==> config.mk <==
export PLATFORM = sky130hd
export DESIGN_NAME = aes_key_schedule
export DESIGN_NICKNAME = d
export VERILOG_FILES = /design/src/rtl/aes_pkg.sv /design/src/rtl/aes_sbox.sv /design/src/rtl/aes_key_schedule.sv
export SDC_FILE = /design/constraint.sdc
export NUM_CORES = 1
export LEC_CHECK = 0
export ABC_AREA = 1
export CORE_ASPECT_RATIO = 1.25
export CORE_MARGIN = 2
export CORE_UTILIZATION = 35
export DETAILED_ROUTE_END_ITERATION = 8
export SYNTH_ARGS = -nofsm -noshare
export SYNTH_HDL_FRONTEND = slang
export SYNTH_SLANG_ARGS = --single-unit
==> constraint.sdc <==
create_clock -name clk -period 3.5 [get_ports clk]
set_input_delay 0.7 -clock clk [delete_from_list [all_inputs] [get_ports clk]]
set_output_delay 0.7 -clock clk [all_outputs]
set_load 0.01 [all_outputs]
==> src/rtl/aes_pkg.sv <==
// aes_pkg: shared state type, round constants and word/key types for the AES-128 key schedule.
package aes_pkg;
    typedef enum logic [1:0] {IDLE, EXPAND, EMIT} state_t;
    typedef logic [127:0] key_t;
    typedef logic [31:0] word_t;
    localparam int NR = 10;
    localparam logic [7:0] RCON [1:10] = '{8'h01, 8'h02, 8'h04, 8'h08, 8'h10,
                                           8'h20, 8'h40, 8'h80, 8'h1b, 8'h36};
    function automatic logic [7:0] rcon(input logic [3:0] r);
        return (r >= 4'd1 && r <= 4'd10) ? RCON[r] : 8'h00;
    endfunction
endpackage

==> src/rtl/aes_sbox.sv <==
// aes_sbox: combinational AES forward S-box, one byte in, one byte out.
module aes_sbox import aes_pkg::*; (
    input  logic [7:0] a,
    output logic [7:0] y
);
    localparam logic [0:255][7:0] SBOX = {
        128'h637c777bf26b6fc53001672bfed7ab76, 128'hca82c97dfa5947f0add4a2af9ca472c0,
        128'hb7fd9326363ff7cc34a5e5f171d83115, 128'h04c723c31896059a071280e2eb27b275,
        128'h09832c1a1b6e5aa0523bd6b329e32f84, 128'h53d100ed20fcb15b6acbbe394a4c58cf,
        128'hd0efaafb434d338545f9027f503c9fa8, 128'h51a3408f929d38f5bcb6da2110fff3d2,
        128'hcd0c13ec5f974417c4a77e3d645d1973, 128'h60814fdc222a908846eeb814de5e0bdb,
        128'he0323a0a4906245cc2d3ac629195e479, 128'he7c8376d8dd54ea96c56f4ea657aae08,
        128'hba78252e1ca6b4c6e8dd741f4bbd8b8a, 128'h703eb5664803f60e613557b986c11d9e,
        128'he1f8981169d98e949b1e87e9ce5528df, 128'h8ca1890dbfe6426841992d0fb054bb16};
    assign y = SBOX[a];
endmodule

==> src/rtl/aes_key_schedule.sv <==
// aes_key_schedule: iterative AES-128 key expansion emitting round keys 0..10 over valid/ready.
// Define AES_INV_KEY_ORDER_EN to add the mode_dec port and reverse (10..0) emission.
module aes_key_schedule import aes_pkg::*; (
    input  logic         clk,
    input  logic         rst_n,
    input  logic [127:0] key_in,
    input  logic         key_valid,
    output logic         key_ready,
`ifdef AES_INV_KEY_ORDER_EN
    input  logic         mode_dec,
`endif
    output logic [127:0] rk_out,
    output logic [3:0]   rk_round,
    output logic         rk_valid,
    input  logic         rk_ready,
    output logic         busy
);
    state_t state, state_next;
    logic   dec, start_dec, rev, accept, step, done;
    word_t  w0, w1, w2, w3, p1, p2, p3, sub_in, rot, sub, t0;
    logic [7:0] rc;
    key_t   next_key, prev_key;
`ifdef AES_INV_KEY_ORDER_EN
    assign start_dec = mode_dec;
    always_ff @(posedge clk or negedge rst_n)
        if (!rst_n) dec <= 1'b0;
        else if (accept) dec <= mode_dec;
`else
    assign start_dec = 1'b0;
    assign dec = 1'b0;
`endif
    assign {w0, w1, w2, w3} = rk_out;
    assign p3 = w3 ^ w2;
    assign p2 = w2 ^ w1;
    assign p1 = w1 ^ w0;
    // EXPAND runs forward even in decrypt mode; only reverse emission walks back
    assign rev = dec && state == EMIT;
    assign sub_in = rev ? p3 : w3;
    assign rot = {sub_in[23:0], sub_in[31:24]};
    genvar i;
    generate
        for (i = 0; i < 4; i++) begin : g_sbox
            aes_sbox u_sbox (.a(rot[8*i +: 8]), .y(sub[8*i +: 8]));
        end
    endgenerate
    assign rc = rcon(rev ? rk_round : rk_round + 4'd1);
    assign t0 = w0 ^ sub ^ {rc, 24'h0};
    assign next_key = {t0, w1 ^ t0, w2 ^ w1 ^ t0, w3 ^ w2 ^ w1 ^ t0};
    assign prev_key = {t0, p1, p2, p3};
    assign accept = state == IDLE && key_valid;
    assign step = state == EXPAND || (state == EMIT && rk_ready);
    assign done = state == EMIT && rk_ready && rk_round == (dec ? 4'd0 : 4'(NR));
    assign key_ready = state == IDLE;
    assign rk_valid = state == EMIT;
    assign busy = state != IDLE;
    always_comb begin
        state_next = state;
        case (state)
            IDLE:    if (key_valid) state_next = start_dec ? EXPAND : EMIT;
            EXPAND:  if (rk_round == 4'(NR - 1)) state_next = EMIT;
            EMIT:    if (done) state_next = IDLE;
            default: state_next = IDLE;
        endcase
    end
    always_ff @(posedge clk or negedge rst_n)
        if (!rst_n) state <= IDLE;
        else state <= state_next;
    // the key material is wiped when the sequence completes
    always_ff @(posedge clk or negedge rst_n) begin
        if (!rst_n) begin
            rk_out   <= '0;
            rk_round <= '0;
        end else if (accept) begin
            rk_out   <= key_in;
            rk_round <= '0;
        end else if (done) begin
            rk_out   <= '0;
            rk_round <= '0;
        end else if (step) begin
            rk_out   <= rev ? prev_key : next_key;
            rk_round <= rev ? rk_round - 4'd1 : rk_round + 4'd1;
        end
    end
endmodule

After elaboration in Yosys (flattened, before gate mapping) --
Memories as Yosys holds them, arrays and structs flattened. Index checks and enable logic that the tools add are counted.
Word-level totals: memories 5, memory bits (read-only) 8320, logic and storage cells 66, input port bits 132, register bits after elaboration 134
Cells by class: add/sub/neg operators 1, equality and inequality tests 7, reduce and logical (&&, ||, !) cells 9, bitwise logic cells 13, order comparisons 7, mux-type cells 21
Memories:
- (no name shown) | words 256, width 8, read ports 1, clocked after memory_dff 0, write ports 0, line aes_sbox.sv:15 | assign y = SBOX[a];
- (no name shown) | words 256, width 8, read ports 1, clocked after memory_dff 0, write ports 0, line aes_sbox.sv:15
- (no name shown) | words 256, width 8, read ports 1, clocked after memory_dff 0, write ports 0, line aes_sbox.sv:15
- (no name shown) | words 256, width 8, read ports 1, clocked after memory_dff 0, write ports 0, line aes_sbox.sv:15
- (no name shown) | words 16, width 8, read ports 1, clocked after memory_dff 0, write ports 0, line aes_pkg.sv:10 | return (r >= 4'd1 && r <= 4'd10) ? RCON[r] : 8'h00;
Operator list (count):
- 128-bit two-way mux | 3
- 32-bit bitwise XOR | 8
- 8-bit two-way mux | 11
- 9-bit greater-or-equal comparator (second input constant) | 4
- 8-bit inverter with 9-bit output | 4
- 4-bit two-way mux | 3
- 4-bit == test (second input constant) | 2
- 2-bit two-way mux | 3
- 2-bit one-hot mux with 3 select lines | 1
- 5-bit greater-or-equal comparator (second input constant) | 1
- 4-bit inverter with 5-bit output | 1
- 4-bit by 1-bit adder with 4-bit output (second input constant) | 1
- 4-bit by 1-bit greater-or-equal comparator with 1-bit output (second input constant) | 1
- 4-bit <= comparator (second input constant) | 1
- 1-bit logical AND | 4
- 2-bit by 1-bit != test with 1-bit output (second input constant) | 2
- 3-bit AND reduction | 1
- 3-bit nonzero test | 1
- 2-bit by 1-bit == test with 1-bit output (second input constant) | 1
- 2-bit == test (second input constant) | 1
- 2-bit logical NOT | 1
- 2-bit != test (second input constant) | 1
- 2-bit nonzero test | 1
- 1-bit logical OR | 1

Longest topological paths before layout --
Gate-level depths: netlist (run 1).
depth after elaboration 11, depth in mapped cells 19, gate-level depth less buffers 18

Modules after synthesis --
From an unflattened synthesis (run 1), not the netlist that was laid out.
Unflattened totals: cell total of the unflattened synthesis 3587, area, all modules 20799.9 um^2
By module, submodules not included:
- aes_sbox | instances 4, area each 3093.0 um^2, cells an instance 635, sequential area each 0.0 um^2
- aes_key_schedule | instances 1, area each 8428.1 um^2, cells an instance 1047, sequential area each 3328.2 um^2

Least setup slack after synthesis (run 1) --
OpenSTA, ideal clock, no wires.
path kind register to register, start point reg rk_out[9], end point reg rk_out[85], library setup time 0.124 ns, required time 3.376 ns, cell stages (with the launch flop) 17, setup slack 1.023 ns, arrival time 2.353 ns, cells stage by stage dfrtp_1 > buf_2 > inv_2 > ha_1 > buf_2 > nand2_1 > buf_2 > a21oi_1 > o21ai_0 > nand2_1 > nand3_1 > nand3_1 > nand3_1 > nand2_1 > nand2_1 > nand3_1 > nand3_1
On the way: longest elaborated chain between the ends 10
Ends and longest elaborated chain:
- start, declared | line aes_key_schedule.sv:12 | output logic [127:0] rk_out,
- start signal, assigned | line aes_key_schedule.sv:74 | rk_out <= key_in;
- start signal, assigned | line aes_key_schedule.sv:80 | rk_out <= rev ? prev_key : next_key;
- 8-bit inverter with 9-bit output (implied by the code) | line aes_sbox.sv:15
- memory read 256 x 8 bit
- 8-bit two-way mux (implied by the code) (2 in series) | line aes_sbox.sv:15
- 32-bit bitwise XOR (2 in series) | line aes_key_schedule.sv:47 | assign t0 = w0 ^ sub ^ {rc, 24'h0};
- 32-bit bitwise XOR | line aes_key_schedule.sv:48 | assign next_key = {t0, w1 ^ t0, w2 ^ w1 ^ t0, w3 ^ w2 ^ w1 ^ t0};
- 128-bit two-way mux | line aes_key_schedule.sv:79 | end else if (step) begin
- 128-bit two-way mux | line aes_key_schedule.sv:76 | end else if (done) begin
- 128-bit two-way mux | line aes_key_schedule.sv:73 | end else if (accept) begin
No other way between the ends. The select of a mux whose other input is x is not followed. A chain may end at the register's enable or synchronous reset.

Worst setup path in the final report (run 1) --
start point reg rk_out[17], end point reg rk_out[28]
The elaborated chain is that of the path after synthesis.

==> results of run 1 <==
[Yosys cell counts, drive strengths merged]
library cell / instances
nand3: 1062
a31oi: 4
dfrtp: 133
or2: 2
nand3b: 30
xor2: 69
clkbuf: 74
nor3: 5
o221ai: 2
a22o: 32
nand4: 73
nor2: 166
o22ai: 4
inv: 324
nand2: 1237
o211ai: 67
o21ai: 118
clkinv: 5
xnor2: 21
ha: 65
a21oi: 132
o31ai: 1
buf: 166
[worst max-delay path, cell delays in order, from the launching register on]
cell and delay, ps:
dfrtp_1 380, inv_2 60, buf_4 250, ha_1 320, inv_1 130, nand2_1 280
nand2_2 210, o21ai_0 440, nand3_1 120, nand3_1 240, nand3_1 210, nand2_1 120
nand2_2 80, nand2_2 100, nand2_1 60, nand3_1 70, nand2_1 50
[final timing paths]
| path | from | slack [ps] | cells past startpoint | end |
|---|---|---|---|---|
| setup / recovery | rk_out[17] | 260 | 16 | rk_out[28] |
| hold / removal | rst_n | 150 | 1 | rk_out[59] |
| setup reg to reg | rk_out[17] | 260 | 16 | rk_out[28] |
| hold reg to reg | rk_out[85] | 590 | 2 | rk_out[85] |
| max in group asynchronous | rst_n | 2540 | 2 | rk_out[19] |
| min in group clk | rk_out[85] | 590 | 2 | rk_out[85] |
[cell families after synthesis]
group / share of synthesized area
buffers and inverters: 0.1196
and+or+nand+nor: 0.5458
adders and majority gates: 0.03855
xor gates and xnor gates: 0.03736
AOI/OAI and AO/OA: 0.1009
DFF: 0.1578
[flip-flops by register name, summed over array words and instances, names as in the netlist]
| register | cells |
|---|---|
| rk_out | 128 |
| state | 1 |
| rk_round | 4 |
[stage by stage]
step | setup WS [ps] | std cells | hold WS (ps) | utilization | cell area [sq um]
floorplan | 1023 | 3792 | 404.4 | - | 21100
global placement | 432.4 | 4680 | 570.9 | 0.4103 | 24430
detailed placement | 492.9 | 4680 | 577.3 | 0.4103 | 24430
CTS | 478.1 | 4712 | 166.6 | 0.4220 | 25130
global route | 163.1 | 4713 | 183.5 | 0.4220 | 25130
finish | 264.9 | 4713 | 152.1 | 0.4220 | 25130
[layout make-up]
cell class	count	area, sq um	share of cell area
Antenna cell	1	2.502	0.00009956
Clock buffer	21	480.5	0.01912
Clock inverter	11	217.7	0.008662
Inverter	329	1255	0.04993
Multi-Input combinational cell	3090	15250	0.6069
Sequential cell	133	3338	0.1328
Tap cell	765	957.2	0.03808
Timing Repair Buffer	363	3630	0.1444
[routing by layer]
metal / share of wire / vias up / GRT usage
li1: - / 12954 / -
met1: 0.38 / 12975 / 0.4271
met2: 0.46 / 1831 / 0.5575
met3: 0.089 / 408 / 0.05627
met4: 0.073 / 6 / 0.2251
met5: 0.00038 / - / 0
[cells in the final DEF (no fill, tap or decap), types with 2 or more instances in the layout]
cell type        synthesis  layout
o211ai_1                66      66
clkbuf_8                 0       4
inv_2                   19      20
clkinvlp_4               0       2
dfrtp_2                  0       8
a21oi_1                129     129
nand2_2                 38      38
clkdlybuf4s50_1          0     265
dfrtp_1                133     125
nand3b_1                29      29
inv_4                    4       6
clkbuf_16                0      17
nand3_2                  3       3
nand4_1                 73      73
inv_1                  300     296
o21ai_0                 92      92
buf_4                   23      78
nand2_1               1194    1194
nor3_1                   4       4
or2_2                    2       2
nor2_2                  11      11
a22o_1                  32      32
a31oi_1                  4       4
o221ai_1                 2       2
xnor2_1                 21      21
o22ai_1                  4       4
inv_6                    1       3
nor2_4                   4       5
ha_1                    65      65
nor2_1                 151     150
clkinv_1                 5       6
nand3_1               1059    1059
xor2_1                  69      69
a21oi_2                  3       3
nand2_4                  5       5
bufinv_16                0       6
buf_12                   1      19
o21ai_1                 25      25
==> reports/metrics.cfg, run 1 <==
[timing]
setup_viol = 0
finalCritPeriodShare = 0.9243
fmax_mhz = 309.1
maxSlewHeadroom = 0.3970
worst_pin_slew_ps = 904.6
fin_skew_ps = 16.49
slew_viol_final = 0
min_period_ps = 3235
hold_violations = 0
tns_ps = 0
rsz0062_at_grt = false

[setup_path]
required_ps = 3890
crit_arrival_ps = 3620
endpoint_kind = register
critPathKind = register to register
crit_fanout = 13
startpoint_type = register

[synth]
synthesis.nets = 3989
synth_seq_cells = 133
synthTopCellsByArea = nand3_1 (25%), nand2_1 (21%), dfrtp_1 (16%)
yosys_warnings = 0
yosysTopAreaCellShare = 0.2512
syn_area_sq_mm = 0.02110
syn-instance-count = 3792
synth-seq-area-share = 0.1578
syn_area_per_cell_sq_um = 5.563
yosysUniqueCellTypes = 41
synth_top_cell_by_area = nand3_1

[routing]
wl_per_cell_um = 23.39
ant_nets = 0
drt_iter0_drc = 3939
viasPerCell = 5.978
drc = 0
dr.pass1.iters = 6
routed_wl_mm = 110.2
vias = 28174

[floorplanning]
core_area_sq_mm = 0.05956
die_y_um = 278.5
die_x_um = 223.6
initial_core_util = 0.3542
dieArea_sq_mm = 0.06227
ioPinCount = 267
rows = 100

[clocking]
holdBufCountCts = 0
clkTransAtPathRegs_ps = 60
clock_sinks = 133
cts_buffers = 17
cts_setup_buffers = 0
post_cts_resized = 0
cts_root_buf = clkbuf_16
cts_tree = done
insertion_delay_ps = 510
clk_path_buf_depth = 2
htree_levels = 4

[grt]
grt_first_pass_wirelength_mm = 164.3
grt_max_degree = 74
grt_pass1_vias = 25953
grt_usage = 0.3461
gr-total-overflow = 0
antenna_found_initial = 4

[layout]
fillers = 6628
drive_above_1_share = 0.05979
final_nets = 4131
area_growth_pct = 19.14

[placed_design]
dpl.hpwl_mm = 80.63
io_buffers = 266
place_congestion = 1.068

[hold_path]
hp-class = primary input to async pin

[flow_run]
cap_violations = 0

[status]
outcome = completed

Power of run 1 is left out: the tool's default activity adds up to more than one toggle a clock period on the data nets, which glitch-free logic cannot reach.
==> run 2, diff against run 1 <==
- CORE_MARGIN: 2 -> 1.5
- clock period: 3.5 -> 3.1 ns (I/O delays scaled with it)
==> run 2 against run 1 <==
  * Clock skew decreased by 2.5 ps
  * Non-clock buffer count increased by 46
  * Via count increased by 0.73%
  * Global-route usage increased by 0.34 points
  * Highest routed layer unchanged
  * Utilization increased by 0.62 points
  * Final cell count increased by 0.98%
  * Critical path depth increased by 1
==> reports/metrics.cfg, run 2 (synthesis results as in run 1) <==
[timing]
setup_viol = 0  ; unchanged
fin_skew_ps = 14.01  ; was 16.49 ps
slew_viol_final = 0  ; unchanged
hold_violations = 0  ; unchanged
min_period_ps = 2900  ; was 3235 ps
finalCritPeriodShare = 0.9353  ; was 0.9243
worst_pin_slew_ps = 754.1  ; was 904.6 ps
rsz0062_at_grt = false  ; unchanged
tns_ps = 0  ; unchanged
maxSlewHeadroom = 0.4967  ; was 0.3970
fmax_mhz = 344.9  ; was 309.1 MHz

[clocking]
cts_buffers = 17  ; unchanged
clock_sinks = 133  ; unchanged
htree_levels = 4  ; unchanged
cts_root_buf = clkbuf_16  ; unchanged
insertion_delay_ps = 490  ; was 510 ps
cts_tree = done  ; unchanged
holdBufCountCts = 0  ; unchanged
clk_path_buf_depth = 2  ; unchanged
clkTransAtPathRegs_ps = 70  ; was 60 ps

[layout]
final_common_cell = nand2_1  ; unchanged
largestRegisters = rk_out x128, rk_round x4, state x1  ; unchanged
largest_register_ffs = 128  ; unchanged
final_nets = 4177  ; was 4131
area_growth_pct = 20.89  ; was 19.14%
fillers = 6616  ; was 6628
largest_register = rk_out  ; unchanged
final_cell_mix = nand2_1 (1194), nand3_1 (1059), inv_1 (296)  ; unchanged
drive_above_1_share = 0.07087  ; was 0.05979

[setup_path]
endpoint_kind = register  ; unchanged
crit_fanout = 13  ; unchanged
required_ps = 3460  ; was 3890 ps
critPathKind = register to register  ; unchanged
reg2reg_depth = 17  ; was 16
crit_arrival_ps = 3260  ; was 3620 ps
startpoint_type = register  ; unchanged

[floorplanning]
die_x_um = 222.6  ; was 223.6 um
ioPinCount = 267  ; unchanged
rows = 100  ; unchanged
die_y_um = 277.5  ; was 278.5 um
dieArea_sq_mm = 0.06177  ; was 0.06227 sq mm
initial_core_util = 0.3542  ; unchanged
core_area_sq_mm = 0.05956  ; unchanged

[grt]
grt_usage = 0.3495  ; was 0.3461
grt_max_degree = 77  ; was 74
gr-total-overflow = 0  ; unchanged
grt_pass1_vias = 26151  ; was 25953
antenna_found_initial = 4  ; unchanged
grt_first_pass_wirelength_mm = 165.6  ; was 164.3 mm

[routing]
ant_nets = 0  ; unchanged
drt_iter0_drc = 4082  ; was 3939
drc = 0  ; unchanged
wl_per_cell_um = 23.37  ; was 23.39 um
dr.pass1.iters = 6  ; unchanged
routed_wl_mm = 111.2  ; was 110.2 mm
viasPerCell = 5.964  ; was 5.978
vias = 28381  ; was 28174

[flow_run]
cap_violations = 0  ; unchanged

[placed_design]
dpl.hpwl_mm = 82.60  ; was 80.63 mm
io_buffers = 266  ; unchanged
place_congestion = 1.078  ; was 1.068

[hold_path]
hp-class = primary input to async pin  ; unchanged

[status]
outcome = completed  ; unchanged

## run 2: cell count changes in the layout (fill, tap and decap cells not counted)
cell / before / now
clkinv_2: 1 / 2
clkbuf_1: 0 / 1
ha_2: 0 / 2
buf_12: 19 / 22
ha_1: 65 / 63
clkbuf_8: 4 / 2
buf_4: 78 / 121
## run 2: area by class of cell
| cell class | instances | area [sq um] | area share |
|---|---|---|---|
| well taps | 765 | 957.2 | 0.03753 |
| multi-input cells | 3090 | 15260 | 0.5983 |
| flip-flops and latches | 133 | 3338 | 0.1309 |
| inverters | 329 | 1255 | 0.04921 |
| diodes | 1 | 2.502 | 0.00009812 |
| clock buffers | 20 | 456.7 | 0.01791 |
| clock inverters | 12 | 222.7 | 0.008733 |
| repair buffers | 409 | 4013 | 0.1573 |
## run 2: final timing paths
kind | end | startpoint | slack [ps]
min reg2reg | rk_out[110] | rk_out[110] | 600
max | rk_out[127] | rk_out[17] | 200
min in group clk | rk_out[110] | rk_out[110] | 600
min | rk_out[27] | rst_n | 110
max reg2reg | rk_out[127] | rk_out[17] | 200
max in group asynchronous | rk_out[23] | rst_n | 2200
## run 2: worst max-delay path, stage by stage (launching register included)
cell      delay (ps)
dfrtp_1          480
inv_2             70
buf_4            210
ha_1             260
nor2_4           330
inv_1            100
nand2_1           80
nand2_1           90
nand3_1          120
nand3_1          140
nand2_1          130
nand2_1          150
nand2_2          120
nand2_1           70
nand2_2          110
nand2_2           80
nand2_1          120
o211ai_1         100
## run 2: metal layers
layer	GRT usage	vias to the layer above	share of wire
li1	-	13027	-
met1	0.4202	12926	0.37
met5	0	-	0.00024
met2	0.5639	1961	0.45
met3	0.06154	463	0.095
met4	0.2451	4	0.080
## run 2: per-stage QoR
| stage | hold WS, ps | worst slack (ps) | instance area, sq um | cells | util |
|---|---|---|---|---|---|
| 2_1_floorplan | 324.4 | 622.6 | 21100 | 3792 | - |
| 3_3_place_gp | 578.9 | 215.4 | 24820 | 4726 | 0.4167 |
| 3_5_place_dp | 580.0 | 234.6 | 24820 | 4726 | 0.4167 |
| 4_1_cts | 128.3 | 219.6 | 25490 | 4758 | 0.4281 |
| 5_1_grt | 140.9 | 32.36 | 25500 | 4759 | 0.4282 |
| 6_report | 105.1 | 200.5 | 25500 | 4759 | 0.4282 |
## run 2: what timing repair did
item | CTS | global route
endpoints found under the setup margin | 0 | 8
setup buffers | 0 | 0
resized for setup | 0 | 3
hold endpoints to repair | 0 | 0
Power of run 2 is left out for the same reason.
